--- config.mk ---
export PLATFORM = sky130hd
export DESIGN_NAME = gearbox_upsizing_nx
export DESIGN_NICKNAME = d
export VERILOG_FILES = /design/src/rtl/gearbox_pkg.sv /design/src/rtl/gearbox_upsizing_nx_axis_out_reg.sv /design/src/rtl/gearbox_upsizing_nx.sv
export SDC_FILE = /design/constraint.sdc
export NUM_CORES = 1
export LEC_CHECK = 0
export CORE_MARGIN = 5
export CORE_UTILIZATION = 41
export DETAILED_ROUTE_END_ITERATION = 8
export PLACE_DENSITY = 0.73
export SETUP_SLACK_MARGIN = 0.02
export SYNTH_ARGS = -nofsm -noshare
export SYNTH_HDL_FRONTEND = slang
export SYNTH_SLANG_ARGS = --single-unit
--- constraint.sdc ---
create_clock -name aclk -period 1.7 [get_ports aclk]
set_input_delay 0.425 -clock aclk [delete_from_list [all_inputs] [get_ports aclk]]
set_output_delay 0.425 -clock aclk [all_outputs]
set_load 0.005 [all_outputs]
--- src/rtl/gearbox_pkg.sv ---
// Shared sizing helpers and the byte-valid mask builder for the N:1 AXI-Stream upsizer.
package gearbox_pkg;

    localparam int unsigned N_BYTES_DEF = 5;
    localparam int unsigned RATIO_DEF   = 2;
    localparam int unsigned MAX_KEEP_W  = 1024;

    function automatic int unsigned data_w(input int unsigned n_bytes);
        return n_bytes * 8;
    endfunction

    function automatic int unsigned out_w(input int unsigned n_bytes, input int unsigned ratio);
        return n_bytes * 8 * ratio;
    endfunction

    function automatic int unsigned cnt_w(input int unsigned ratio);
        return (ratio < 2) ? 1 : $clog2(ratio);
    endfunction

    // Ones for the low lanes*n_bytes bytes; callers truncate to their own keep width.
    function automatic logic [MAX_KEEP_W-1:0] keep_mask(input int unsigned lanes,
                                                        input int unsigned n_bytes);
        return ~({MAX_KEEP_W{1'b1}} << (lanes * n_bytes));
    endfunction

endpackage

--- src/rtl/gearbox_upsizing_nx_axis_out_reg.sv ---
// Output register slice: loads a packed word, holds it under backpressure, clears on handshake.
module axis_out_reg #(
    parameter int unsigned DATA_W = 80,
    parameter int unsigned KEEP_W = 10
) (
    input  logic              clk,
    input  logic              rst_n,
    input  logic              load,
    input  logic [DATA_W-1:0] data_in,
    input  logic [KEEP_W-1:0] keep_in,
    input  logic              last_in,
    input  logic              ready,
    output logic [DATA_W-1:0] data,
    output logic [KEEP_W-1:0] keep,
    output logic              last,
    output logic              valid
);

    // A load on the same edge as a consumed beat wins, keeping valid high.
    always_ff @(posedge clk or negedge rst_n) begin
        if (!rst_n) begin
            data  <= '0;
            keep  <= '0;
            last  <= 1'b0;
            valid <= 1'b0;
        end else if (load) begin
            data  <= data_in;
            keep  <= keep_in;
            last  <= last_in;
            valid <= 1'b1;
        end else if (valid && ready) begin
            valid <= 1'b0;
        end
    end

endmodule

--- src/rtl/gearbox_upsizing_nx.sv ---
// Packs RATIO narrow AXI-Stream beats into one wide beat; tlast flushes a partial word.
module gearbox_upsizing_nx
    import gearbox_pkg::*;
#(
    parameter int unsigned N_BYTES = N_BYTES_DEF,
    parameter int unsigned RATIO   = RATIO_DEF
) (
    input  logic                         aclk,
    input  logic                         aresetn,
    input  logic [N_BYTES*8-1:0]         in_tdata,
    input  logic                         in_tvalid,
    input  logic                         in_tlast,
    output logic                         in_tready,
    output logic [N_BYTES*8*RATIO-1:0]   out_tdata,
    output logic [N_BYTES*RATIO-1:0]     out_tkeep,
    output logic                         out_tlast,
    output logic                         out_tvalid,
    input  logic                         out_tready
);

    localparam int unsigned NB        = data_w(N_BYTES);
    localparam int unsigned OUT_W     = out_w(N_BYTES, RATIO);
    localparam int unsigned KEEP_W    = N_BYTES * RATIO;
    localparam int unsigned CNT_W     = cnt_w(RATIO);
    localparam int unsigned LAST_LANE = RATIO - 1;

    logic [OUT_W-1:0]  acc;
    logic [OUT_W-1:0]  merged;
    logic [CNT_W-1:0]  cnt;
    logic [KEEP_W-1:0] keep_c;
    logic              accept;
    logic              last_lane;
    logic              emit;

    // Ready depends only on the output register, never on in_tvalid.
    assign in_tready = aresetn & (~out_tvalid | out_tready);
    assign accept    = in_tvalid & in_tready;
    assign last_lane = (cnt == CNT_W'(LAST_LANE));
    assign emit      = accept & (last_lane | in_tlast);
    assign keep_c    = KEEP_W'(keep_mask(32'(cnt) + 32'd1, N_BYTES));

    // Current beat merged into its lane; lanes above cnt are still zero.
    always_comb begin
        merged = acc;
        for (int unsigned k = 0; k < RATIO; k++) begin
            if (cnt == CNT_W'(k)) begin
                merged[k*NB +: NB] = in_tdata;
            end
        end
    end

    always_ff @(posedge aclk or negedge aresetn) begin
        if (!aresetn) begin
            acc <= '0;
            cnt <= '0;
        end else if (emit) begin
            acc <= '0;
            cnt <= '0;
        end else if (accept) begin
            acc <= merged;
            cnt <= cnt + CNT_W'(1);
        end
    end

    axis_out_reg #(
        .DATA_W (OUT_W),
        .KEEP_W (KEEP_W)
    ) u_out_reg (
        .clk     (aclk),
        .rst_n   (aresetn),
        .load    (emit),
        .data_in (merged),
        .keep_in (keep_c),
        .last_in (in_tlast),
        .ready   (out_tready),
        .data    (out_tdata),
        .keep    (out_tkeep),
        .last    (out_tlast),
        .valid   (out_tvalid)
    );

endmodule

# ---- After elaboration in Yosys (flattened, before gate mapping)
# Cells that the tools add are included.
# W data, S select, Z words.
dict set report word_totals {
  input_bits 45
  ff_bits 173
}
dict set report classes {
  n_bitwise 7
  n_addsub 2
  muxes 8
  shifts 1
  mul 1
  reduce_logical 3
}
# op n
set op_table {}
lappend op_table {{$shl A1024 B5 Y10 const A} 1}
lappend op_table {{$mux W80} 2}
lappend op_table {{$mux W40} 2}
lappend op_table {{$not A10 Y10} 1}
lappend op_table {{$mul A2 B3 Y5 const B} 1}
lappend op_table {{$mux W1} 4}
lappend op_table {{$reduce_bool A2 Y1} 2}
lappend op_table {{$and A1 B1 Y1} 3}
lappend op_table {{$add A1 B1 Y2 const B} 1}
lappend op_table {{$or A1 B1 Y1} 2}
lappend op_table {{$add A1 B1 Y1 const B} 1}
lappend op_table {{$logic_and A1 B1 Y1} 1}
lappend op_table {{$not A1 Y1} 1}

# ---- Longest topological paths before layout
dict set report depth {
  word_depth 6
  depth_mapped 6
}

# ---- Cells and area by module
# From an unflattened synthesis, not the netlist that was laid out.
dict set report unflattened {
  cells_unflattened 545
  area_unflattened_um2 7867.5
}
# module n_inst cells_each area_per_inst_um2 seq_area_each_um2
set by_module_without_submodules {}
lappend by_module_without_submodules {gearbox_upsizing_nx 1 350 4056.4 2026.9}
lappend by_module_without_submodules {axis_out_reg 1 195 3811.2 2302.2}

# ---- Least setup slack after synthesis
# OpenSTA, ideal clock, no wires.
dict set report synth_path {
  path_type {input to output}
  startpoint {input port out_tready}
  endpoint {output port in_tready}
  t_required_ns 1.275
  arrival_ns 1.169
  slack_ns 0.106
  cell_stages 5
  n_path_buf 3
  cell_sequence {nand2b_1 buf_2 buf_2 buf_2 and2_1}
}
dict set report synth_via {
  elab_chain_len 2
}
# element line
set synth_lines {}
lappend synth_lines {{start, declared} gearbox_upsizing_nx.sv:18} ;# input logic out_tready
lappend synth_lines {{$or A1 B1 Y1} gearbox_upsizing_nx.sv:36} ;# assign in_tready = aresetn & (~out_tvalid | out_tready);
lappend synth_lines {{$and A1 B1 Y1} gearbox_upsizing_nx.sv:36}
lappend synth_lines {{end, declared} gearbox_upsizing_nx.sv:13} ;# output logic in_tready,
# No other way between the ends.

==> results.ini <==
[final_layout]
stdcell_area_um2 = 9670
instances_no_fill = 1037
final_net_count = 844
diodes = 0
fill_cells = 1519
synthToLayoutAreaGrowth_pct = 32.9
layout-drive-gt1-share = 0.142

[detailed_routing]
ant_nets = 0
num_vias = 5826
via_per_inst = 5.62
routedWlPerCell_um = 19.0
wl_um = 19700
dr.first_iter.drc_count = 485
drt_first_pass_iters = 5
drcViolationCount = 0

[critical_path]
reg2reg_slack_ps = 260
slowest_stage = dfrtp_2
worst-path-buf-inv = 2
cp_top_family = flip-flops
end_kind = output pin
r2r.worst_path.cells = 4
reg2reg_from = cnt
cp_slowest_stage_delay_ps = 440
cp.required_ps = 1270
crit_chain = buf_6, clkdlybuf4s15_1
arrival_ps = 1180
worstPathMaxFanout = 5
start_kind = flop
path_class = flop to output pin
r2r_end = u_out_reg.data[52]

[placement]
place_area_um2 = 9030
gp_congestion = 0.753
hpwl_um = 12200
portBuffers = 137
dpl_worst_slack_ps = -356
dp_cells = 987

[global_routing]
grt_usage = 0.200
grt_pass1_wl_um = 32600
antenna_found_initial = 0
grt_overflow = 0
grt_max_degree = 102
grt_pass1_vias = 5885

[floorplanning]
boundaryPins = 138
rows = 48
die-area_um2 = 20500
die_x_um = 143
die_h_um = 143
start_util = 0.419
coreArea_um2 = 17400

[synthesis]
synthArstFlopShare = 1.00
syn_nets = 705
ys_types = 24
synth-seq-area-share = 0.567
yosysWarnings = 0
synth_area_per_cell_um2 = 11.0
synthTopCellsByArea = dfrtp_1 (57%), mux2i_1 (11%), a31oi_1 (6.9%), a21oi_1 (4.8%), and2_1 (3.6%)
netlist_top_cells_count = dfrtp_1 (165), a31oi_1 (80), mux2i_1 (80), a21oi_1 (70)
synth_cells = 660
synth_area_um2 = 7280
synth-edff-count = 0
synth_top_area_cell = dfrtp_1
yosys_register_bits = 165
yosysTopAreaCellShare = 0.567
yosysMostFrequentCell = dfrtp_1
synth_flop_cell = dfrtp_1

[timing]
rsz0062_at_grt = false
skew_ps = 14.0
period_minus_slack_ps = 1610
fin_crit_sh = 0.945
hold_viol = 0
whs_ps = 64.3
final.setup.worst_slack_ps = 93.1
fmax_mhz = 622
setup_viol = 0
worst_pin_slew_ps = 541
maxSlewViolCount = 0
slew_headroom = 0.640

[clock_tree]
cts_tree = done
htreeDepth = 4
clkSlewWorstSetupHoldPaths_ps = 60
clock_path_buffers = 2
cts_root_buffer = clkbuf_16
clk_latency_ps = 430
clock_sinks = 165
cts_made_buffers = 17

[pwr]
total_power_mw = 12.1
vdd_drop_max_v = 0.000778
powerDensity_nw_per_um2 = 1250
p_leak_nw = 4.55

[run]
timing.max_cap.violations = 0

[hold_path]
hold_class = primary input to asynchronous set/reset pin

[status]
status = finished, final reports clean

[metrics by stage]
step           TNS [ps]   util
4_1_cts               0  0.557
2_1_floorplan         0      -
6_report              0  0.557
5_1_grt               0  0.557
3_3_place_gp     -27630  0.520
3_5_place_dp     -28990  0.520
[placed cells by master, fill, tap and decap left out, drive strengths merged]
cell type / n
o21a: 1
clkinvlp: 5
buf: 62
clkdlybuf4s50: 42
nor2b: 1
nand2b: 2
dlymetal6s2s: 1
clkbuf: 21
dfrtp: 165
clkdlybuf4s15: 1
dlygate4sd3: 1
a22o: 2
nor2: 2
nand3: 3
nand2: 42
nor3: 1
a21oi: 80
nand4: 40
bufinv: 2
and2: 42
o21ai: 40
a31oi: 80
mux2i: 80
or2: 1
clkinv: 4
dlygate4sd2: 91
[area by class of cell]
| cell class | instances | area [um^2] | share of cell area |
|---|---|---|---|
| Clock buffer | 21 | 480 | 0.0497 |
| Clock inverter | 11 | 125 | 0.0129 |
| Multi-Input combinational cell | 417 | 2730 | 0.283 |
| Sequential cell | 165 | 4140 | 0.428 |
| Tap cell | 225 | 282 | 0.0291 |
| Timing Repair Buffer | 198 | 1910 | 0.198 |
[worst max-delay path by stage]
stage | startpoint | to | slack [ps] | depth (start not counted)
after CTS | out_tready | in_tready | 20 | 4
after detailed placement | out_tready | in_tready | -360 | 4
final | u_out_reg.keep[8] | out_tkeep[7] | 90 | 2
after global routing | u_out_reg.valid | in_tready | 50 | 3
after global placement | out_tready | in_tready | -360 | 4
after floorplan | out_tready | in_tready | 110 | 5
[state kept, by name, summed over array words and instances (netlist names)]
| signal | flops |
|---|---|
| acc | 80 |
| cnt | 1 |
| u_out_reg.data | 80 |
| u_out_reg.keep | 2 |
| u_out_reg.last | 1 |
| u_out_reg.valid | 1 |
[power breakdown]
part	leakage [nW]	switching, mW	internal (mW)
clock network	0.283	1.59	2.32
logic	2.20	1.54	1.62
registers	2.07	0.403	4.62
[per-layer routing]
metal | global-route usage | routed length, um
met1 | 0.289 | 8840
met3 | 0.0399 | 1180
met2 | 0.311 | 9450
met5 | 0 | 0
met4 | 0.0535 | 212
[cell families (layout without fill, tap and decap cells)]
logic type | count (synthesis) | after routing | share of synthesized area
flops | 165 | 165 | 0.567
buf+inv | 78 | 230 | 0.0607
simple gates | 134 | 134 | 0.102
mux | 80 | 80 | 0.110
compound gates | 203 | 203 | 0.160
[repair_timing]
item,in CTS,in global routing
setup endpoints to repair,93,6
pin swaps,0,0
buffers inserted,18,0
gates resized for setup,99,3
hold endpoints to repair,4,0
cloned,0,0
hold buffers,1,0
No activity file was read; power rests on OpenSTA's default activity.
